### src/rtl/stage_cordic_postscale.sv
// CORDIC post-scale: round Q10.8 offset, add reference point, clamp (STAGE_POSTSCALE_CLAMP_EN) or wrap; 2-cycle latency.
// Two-register pipeline with bubble compaction; in_ready depends combinationally on out_ready.
module stage_cordic_postscale #(
  parameter int SCREEN_W = 640,
  parameter int SCREEN_H = 480
) (
  input  logic        clk,
  input  logic        reset,
  input  logic        in_bubble,
  output logic        in_ready,
  input  logic [18:0] cord_x,
  input  logic [18:0] cord_y,
  input  logic        in_enabel_cordic,
  input  logic        in_form,
  input  logic [8:0]  in_color,
  input  logic [9:0]  in_pixel_x,
  input  logic [9:0]  in_pixel_y,
  input  logic [8:0]  in_ref_point_x,
  input  logic [8:0]  in_ref_point_y,
  input  logic [8:0]  in_angle,
  input  logic        out_ready,
  output logic        out_bubble,
  output logic [9:0]  out_vertex_x,
  output logic [9:0]  out_vertex_y,
  output logic [10:0] out_dx,
  output logic [10:0] out_dy,
  output logic        out_clamped,
  output logic        out_form,
  output logic [8:0]  out_color,
  output logic [9:0]  out_pixel_x,
  output logic [9:0]  out_pixel_y,
  output logic [8:0]  out_angle,
  output logic        out_enabel_cordic
);

  localparam logic signed [11:0] X_LIM = 12'(SCREEN_W);
  localparam logic signed [11:0] Y_LIM = 12'(SCREEN_H);

  logic s1_full, s2_full;
  logic s1_adv, s2_adv;

  logic signed [11:0] s1_sx, s1_sy;
  logic [9:0]  s1_px, s1_py;
  logic        s1_form, s1_en;
  logic [8:0]  s1_color, s1_angle;

  logic [9:0]  s2_vx, s2_vy, s2_px, s2_py;
  logic [10:0] s2_dx, s2_dy;
  logic        s2_clamped, s2_form, s2_en;
  logic [8:0]  s2_color, s2_angle;

  logic signed [11:0] sum_x, sum_y;
  logic [9:0]  vx_nxt, vy_nxt;
  logic [10:0] dx_nxt, dy_nxt;
  logic        clamp_nxt;

  // Round half toward +inf, keep 11 signed integer bits, then add the unsigned reference.
  function automatic logic signed [11:0] round_sum(input logic [18:0] cord, input logic [8:0] refp);
    logic [19:0] t;
    logic [10:0] r;
    t = {cord[18], cord} + 20'd128;
    r = t[18:8];
    return $signed({r[10], r}) + $signed({3'b000, refp});
  endfunction

  assign s2_adv   = !s2_full || out_ready;
  assign s1_adv   = !s1_full || s2_adv;
  assign in_ready = s1_adv;

  assign sum_x = round_sum(cord_x, in_ref_point_x);
  assign sum_y = round_sum(cord_y, in_ref_point_y);

  always_ff @(posedge clk or negedge reset) begin
    if (!reset) begin
      s1_full <= 1'b0;
      s2_full <= 1'b0;
    end else begin
      if (s1_adv) s1_full <= !in_bubble;
      if (s2_adv) s2_full <= s1_full;
    end
  end

  always_ff @(posedge clk) begin
    if (s1_adv) begin
      s1_sx    <= sum_x;
      s1_sy    <= sum_y;
      s1_px    <= in_pixel_x;
      s1_py    <= in_pixel_y;
      s1_form  <= in_form;
      s1_en    <= in_enabel_cordic;
      s1_color <= in_color;
      s1_angle <= in_angle;
    end
  end

  always_comb begin
    vx_nxt    = s1_sx[9:0];
    vy_nxt    = s1_sy[9:0];
    clamp_nxt = 1'b0;
`ifdef STAGE_POSTSCALE_CLAMP_EN
    if (s1_sx < 0) begin
      vx_nxt    = '0;
      clamp_nxt = 1'b1;
    end else if (s1_sx >= X_LIM) begin
      vx_nxt    = 10'(X_LIM - 12'sd1);
      clamp_nxt = 1'b1;
    end
    if (s1_sy < 0) begin
      vy_nxt    = '0;
      clamp_nxt = 1'b1;
    end else if (s1_sy >= Y_LIM) begin
      vy_nxt    = 10'(Y_LIM - 12'sd1);
      clamp_nxt = 1'b1;
    end
`endif
    dx_nxt = {1'b0, s1_px} - {1'b0, vx_nxt};
    dy_nxt = {1'b0, s1_py} - {1'b0, vy_nxt};
  end

`ifndef STAGE_POSTSCALE_CLAMP_EN
  // Wrap mode only looks at the low 10 bits of the sum.
  logic unused_wrap_bits;
  assign unused_wrap_bits = ^{s1_sx[11:10], s1_sy[11:10], X_LIM[0], Y_LIM[0]};
`endif

  always_ff @(posedge clk) begin
    if (s2_adv) begin
      s2_vx      <= vx_nxt;
      s2_vy      <= vy_nxt;
      s2_dx      <= dx_nxt;
      s2_dy      <= dy_nxt;
      s2_clamped <= clamp_nxt;
      s2_px      <= s1_px;
      s2_py      <= s1_py;
      s2_form    <= s1_form;
      s2_en      <= s1_en;
      s2_color   <= s1_color;
      s2_angle   <= s1_angle;
    end
  end

  assign out_bubble        = !s2_full;
  assign out_vertex_x      = s2_vx;
  assign out_vertex_y      = s2_vy;
  assign out_dx            = s2_dx;
  assign out_dy            = s2_dy;
  assign out_clamped       = s2_clamped;
  assign out_form          = s2_form;
  assign out_color         = s2_color;
  assign out_pixel_x       = s2_px;
  assign out_pixel_y       = s2_py;
  assign out_angle         = s2_angle;
  assign out_enabel_cordic = s2_en;

endmodule

### config.mk
export PLATFORM = sky130hd
export DESIGN_NAME = stage_cordic_postscale
export DESIGN_NICKNAME = d
export VERILOG_FILES = /design/src/rtl/stage_cordic_postscale.sv
export SDC_FILE = /design/constraint.sdc
export NUM_CORES = 1
export LEC_CHECK = 0
export ABC_AREA = 1
export ABC_CLOCK_PERIOD_IN_PS = 2900
export CAP_MARGIN = 10
export CORE_MARGIN = 2
export CORE_UTILIZATION = 48
export CTS_CLUSTER_DIAMETER = 40
export CTS_CLUSTER_SIZE = 30
export DETAILED_ROUTE_END_ITERATION = 6
export PLACE_DENSITY_LB_ADDON = 0.05
export SLEW_MARGIN = 30
export SYNTH_ARGS = -nofsm -noshare
export SYNTH_HDL_FRONTEND = slang
export SYNTH_SLANG_ARGS = --single-unit
### constraint.sdc
create_clock -name clk -period 2.9 [get_ports clk]
set_input_delay 0.58 -clock clk [delete_from_list [all_inputs] [get_ports clk]]
set_output_delay 0.58 -clock clk [all_outputs]
set_load 0.01 [all_outputs]
# --- Word level (Yosys, flattened, before mapping) ---
# Cells that the tools add are included.
totals:
  register_bits: 144
  inputBits: 100
  out_inout_bits: 85
op_classes:
  add_sub_neg: 6
  reduce_logical: 5
op_table:
  columns: ["op", "count"]
  rows:
  - ["adder 18 x 9 -> 18 bit (second input constant)", 2]
  - ["subtractor 10 x 10 -> 11 bit", 2]
  - ["adder 10 bit", 2]
  - ["zero test 1 bit", 3]
  - ["logical OR 1 bit", 2]

# --- Logic depth before layout (Yosys ltp) ---
depth:
  word_depth: 3
  depth_mapped: 14
  depth_no_buf: 14

# --- Worst setup path before layout ---
# No wires, ideal clock.
synth_path:
  kind: "input to register"
  from: "input port out_ready"
  to: "register s1_angle[0] (enable)"
  t_arrival_ps: 2072
  required_time_ps: 2049
  setup_slack_ps: -22
  stages: 2
  cell_sequence: "inv_1 -> nand3_1"
synth_between:
  elab_chain_len: 2
synth_rtl:
  columns: ["element", "line", "text"]
  rows:
  - ["start: declaration", "21", "input logic out_ready,"]
  - ["logical OR 1 bit", "66", "assign s2_adv = !s2_full || out_ready;"]
  - ["logical OR 1 bit", "67", "assign s1_adv = !s1_full || s2_adv;"]
  - ["named net in_ready", "10", "output logic in_ready,"]
  - ["end signal: assignment", "92", "s1_angle <= in_angle;"]
  - ["end: declaration", "45", "logic [8:0] s1_color, s1_angle;"]
# The timed path passes the listed nets, and every way through them passes these cells.
# A chain may end at the register's enable or synchronous reset.

# --- Worst setup path in the final report ---
layout_path:
  from: "input port cord_x[7]"
  to: "register s1_sx[9], data pin"
layout_between:
  elab_chain_len: 2
layout_rtl:
  columns: ["element", "line", "text"]
  rows:
  - ["start: declaration", "11", "input logic [18:0] cord_x,"]
  - ["adder 18 x 9 -> 18 bit", "61", "t = {cord[18], cord} + 20'd128;"]
  - ["adder 10 bit", "63", "return $signed({r[10], r}) + $signed({3'b000, refp});"]
  - ["named net sum_x[9]", "52", "logic signed [11:0] sum_x, sum_y;"]
  - ["end signal: assignment", "85", "s1_sx <= sum_x;"]
  - ["end: declaration", "42", "logic signed [11:0] s1_sx, s1_sy;"]
# The timed path passes the listed nets, and every way through them passes these cells.

==> results.txt <==
status = finished clean
I/O Pins = 185
clock-pin slew of the registers on the worst-case setup and hold paths = 0.06 ns
dpl cell area = 8670 um^2
die width = 122 um
crit path DAT = 2.68 ns
die height = 122 um
flops & latches, synth = 144
Clock Sinks = 144
setup tns final = 0 ns
crit path buf inv count = 2
Setup crit start kind = primary input
Net Switching = 0.00171 W
largest stage delay on the critical path = 0.54 ns
post-route DRC violation count = 0
Critical Path RT = 3.06 ns
vias per cell = 4.78
Worst-Skew Late Latency = 0.40 ns
clk_skew = 0.0101 ns
Syn Inst Count = 573
Crit path max-delay family = simple AND/OR/NAND/NOR gates
fill cell count = 1057
WL/cell = 14.0 um
yosys synthesis warning count = 0
Post-Syn Area = 6700 um^2
WHS = 0.337 ns
Crit path top cell by count = nand2_1
Min-Delay Path Class = primary input to asynchronous set/reset pin
Setup CP Type = primary input to register
fmax = 397 MHz
drt first pass iters = 4
die area = 14900 um^2
Setup crit end kind = register
critical-path cell list = clkdlybuf4s50_1 -> ha_1 -> nand3_1 -> nor3_2 -> xor2_1 -> ha_1 -> nand2_1 -> inv_1 -> a21oi_1 -> nand3_1 -> nand2_1 -> nand2_1
Nets = 910
Root Buffer = clkbuf_16
Routed Wire Length = 13400 um
Post-synth EDFFs = 142
CTS tree = done
gr usage total = 18.3%
via count = 4572
HPWL after DPL = 10200 um
Seq/Total Area, Yosys = 64.4%
starting DRC count in detailed routing = 230
crit path max fanout = 4
Initial Util = 48.6%
Max VDD drop = 0.456 mV
IO Port Bufs = 167
total CTS buffers = 17
combinational fraction of design power = 23.8%
Primary FF master, synth = edfxtp_1
initial antenna violation count = 1
first-pass GRT wire length = 20900 um
Period Utilization, post-route = 86.9%
CP Launch Point = cord_x[7]
clock share of power = 32.9%
Tot Pwr = 0.00653 W
CP max-delay cell = clkdlybuf4s50_1
setup ws final = 0.381 ns
CTS Hold Bufs = 0
P_int = 0.00481 W
Final min period = 2.52 ns
max cap viols = 0
H-tree levels = 4
Reg power frac = 43.3%
RSZ-0062 raised after global routing = false
gr ovfl total = 0
number of inserted diodes = 0
pre-CTS worst setup slack = -0.0234 ns
CTS resizes = 0
clk buf depth = 2
# rows = 43
largest net degree at the start of global routing = 62
Avg Synthesized Cell Area = 11.7 um^2
Core Area = 13800 um^2
Sw Share = 26.2%
syn nets = 719
PD cells = 705 nW/um^2
Final Slew Violations = 0
Layout area overhead = 38.2%
leak pwr = 4.00 nW
Slew @ Worst Pin = 0.806 ns
post-synth cell types = 26
count of final setup violators = 0
Hold Violations, Final = 0
post-route design area = 9260 um^2
share of cells above drive strength 1 = 6.57%
routability cong. = 0.918
vias in the first global route = 4554
fraction of registers with async set/reset = 1.39%
reg-to-reg startpoint = s1_sy[0]
Post-CTS Setup Inserts = 0
final antenna-violating net count = 0
relative slew slack = 46.3%
==> synth_stat cells, types with 3 or more instances <==
cell / n / area share [%]
inv_1: 84 / 4.7
nand3_1: 41 / 3.1
xor2_1: 25 / 3.3
fa_1: 4 / 1.2
a21oi_1: 22 / 1.6
nor2_1: 29 / 1.6
nor3_1: 3 / 0.22
ha_1: 42 / 7.8
edfxtp_1: 142 / 64
nand3_2: 3 / 0.45
xnor2_1: 6 / 0.78
nand4_1: 4 / 0.37
nand2_1: 142 / 8.0
o21bai_1: 6 / 0.67
inv_2: 3 / 0.17
==> per-stage QoR <==
step	instances	utilization, %
6_report	956	67.2
5_1_grt	956	67.2
4_1_cts	956	67.2
3_5_place_dp	925	62.9
3_3_place_gp	925	62.9
2_1_floorplan	573	-
==> metal layers <==
| layer | global-route usage (%) | up-vias | part of all wire, % |
|---|---|---|---|
| met5 | 0 | - | 0.12 |
| met4 | 6.68 | 2 | 1.6 |
| met3 | 5.52 | 16 | 8.1 |
| met2 | 30.0 | 165 | 47 |
| met1 | 23.0 | 2076 | 43 |
| li1 | - | 2313 | - |
==> flip-flops by register name (all words and copies together) (netlist names), 10 cells and up <==
name          flops
s1_px            10
out_vertex_y     10
out_vertex_x     10
out_dx           11
out_pixel_y      10
s1_sy            10
out_dy           11
s1_sx            10
out_pixel_x      10
s1_py            10
==> power by group through the flow <==
stage	logic [W]	clock network (W)	registers, W
5_1_grt	0.00171	0.00228	0.00286
6_report	0.00155	0.00215	0.00282
2_1_floorplan	0.000704	0	0.00297
4_1_cts	0.00156	0.00220	0.00283
3_5_place_dp	0.00155	0	0.00287
3_3_place_gp	0.00152	0	0.00285
==> final timing paths <==
check	endpoint	slack, ns	cells after the start
worst max-delay path	s1_sx[9]	0.38	12
worst min-delay path	s1_full	0.34	1
worst max register to register	out_dy[10]	1.06	6
worst min register to register	out_color[0]	0.42	0
max in group asynchronous	s2_full	2.44	1
min in group clk	out_color[0]	0.42	0
==> worst reg2reg max path, delay by kind of cell, from the launching register on <==
kind / cells / cell delay (ns)
compound gates: 2 / 0.30
fa+ha+maj: 2 / 0.69
flops: 1 / 0.38
simple gates: 2 / 0.20
==> placed cells by master (no fill, tap or decap), types with 2 or more instances in the layout <==
cell,netlist,routed
inv_6,0,4
o21ai_2,2,2
fa_1,4,4
nand2_2,2,2
clkdlybuf4s50_1,0,167
bufinv_16,0,3
o21bai_1,6,6
xor2_1,25,25
nor3_2,2,2
a21oi_1,22,22
nand3_1,41,40
xnor2_1,6,6
clkbuf_16,0,17
nor2_1,29,29
clkinv_1,0,2
clkinvlp_4,0,3
nor3_1,3,3
nand2_1,142,141
ha_1,42,42
edfxtp_1,142,142
nand4_1,4,4
inv_1,84,84
nand3_2,3,3
dfrtp_1,2,2
buf_4,1,5
nor2_2,2,2
a21o_1,2,2
inv_2,3,3
==> kinds of logic after synthesis <==
kind of cell	count (synthesis)	synth area share (%)
fa+ha+maj	46	9.04
compound gates	33	2.93
buf+inv	88	4.99
other cells	1	0.0560
simple gates	230	14.5
xor+xnor	31	4.05
flops	144	64.4
==> area by class of cell <==
cell class / count / area [um^2] / area share (%)
repair buffers: 173 / 1730 / 18.7
clock inverters: 13 / 160 / 1.73
clock buffers: 18 / 429 / 4.64
inverters: 87 / 327 / 3.53
well taps: 180 / 225 / 2.43
multi-input cells: 341 / 2070 / 22.4
flip-flops and latches: 144 / 4310 / 46.6
Note: power is estimated with default switching activity, not from simulation.
==> variant, RTL diff (same flow settings) <==
The option `STAGE_POSTSCALE_CLAMP_EN` is turned on by a define.
--- a/src/rtl/stage_cordic_postscale.sv
+++ b/src/rtl/stage_cordic_postscale.sv
@@ -1,4 +1,6 @@
 // CORDIC post-scale: round Q10.8 offset, add reference point, clamp (STAGE_POSTSCALE_CLAMP_EN) or wrap; 2-cycle latency.
 // Two-register pipeline with bubble compaction; in_ready depends combinationally on out_ready.
+`define STAGE_POSTSCALE_CLAMP_EN
+
 module stage_cordic_postscale #(
   parameter int SCREEN_W = 640,
Function: changed (a bounded check fails within 4 cycles, from zero or initial values and one cycle with reset low).
==> variant against the unedited design <==
Sequential cell count grew 5; routed wire length increased by 3.9%; power decreased by 2.1%; setup slack worse by 0.11 ns; global-route usage fell by 0.25 points; design area increased by 5.6%; register-to-register slack lost 0.66 ns; synthesized area rose by 5.5%; critical path type unchanged; critical endpoint is now s1_sx[10].
==> variant: results (changes against the unedited design) <==
stage;metric;value;unit;change
sta;fin_ws;0.2713;ns;was 0.3812 ns
sta;fin_skew;0.008890;ns;was 0.01011 ns
worst_setup_path;crit_path_end;s1_sx[10];;was s1_sx[9]
pwr;leakage;4.135;nW;was 3.997 nW
placed_design;io_buffers;170;;was 167
cells_and_area;n_all_buffers;197;;was 173
worst_setup_path;worstPathArrival;2.79;ns;was 2.68 ns
cells_and_area;finalNonFillerCells;1018;;was 956
worst_setup_path;rrSetupSlack;0.40;ns;was 1.06 ns
placed_design;gp_congestion;0.8530;;was 0.9179
cells_and_area;bufAreaShareNonClock;0.1961;;was 0.1868
cells_and_area;inverters;92;;was 87
worst_setup_path;reg2reg_from;s1_sx[7];;was s1_sy[0]
pwr;p_sw;1.680;mW;was 1.713 mW
cells_and_area;num-multi-input-gates;364;;was 341
cells_and_area;seq_area_frac;0.4566;;was 0.4661
yosys;ys_seq_area_frac;0.6316;;was 0.6439
run_status;status;finished clean;;unchanged
yosys;syn-num-nets;749;;was 719
grt;antenna_found_initial;0;;was 1
routing;drt_iter0_markers;225;;was 230
yosys;synthDistinctLibCells;30;;was 26
routing;routed_wl;13.91;mm;was 13.39 mm
yosys;syn_inst;605;;was 573
yosys;async_flop_share;0.01342;;was 0.01389
## variant: per-layer routing
metal  share of wire  track usage  wire [µm]  vias to the layer above
met2            0.50       0.3168       6926                      150
li1                -            -          -                     2494
met5               0            0          0                        -
met1            0.44       0.2224       6165                     2277
met3           0.046      0.03466        634                       16
met4           0.013      0.06471        185                        0
## variant: cell families after synthesis
kind of cell	count (synthesis)	share of synthesized area
and+or+nand+nor	210	0.1305
adders and majority gates	44	0.08214
buffers and inverters	92	0.04886
AOI/OAI and AO/OA	65	0.05152
xor gates and xnor gates	43	0.05435
other	2	0.001063
DFF	149	0.6316
## variant: per-stage QoR
stage	total power, mW	utilization	cell area, µm²	setup TNS (ns)
after floorplan	3.705	-	7073	0
after global placement	4.419	0.6378	9235	-0.1418
after detailed placement	4.456	0.6378	9235	-0.5329
after CTS	6.442	0.6753	9777	0
after global routing	6.705	0.6753	9777	0
final	6.387	0.6753	9777	0
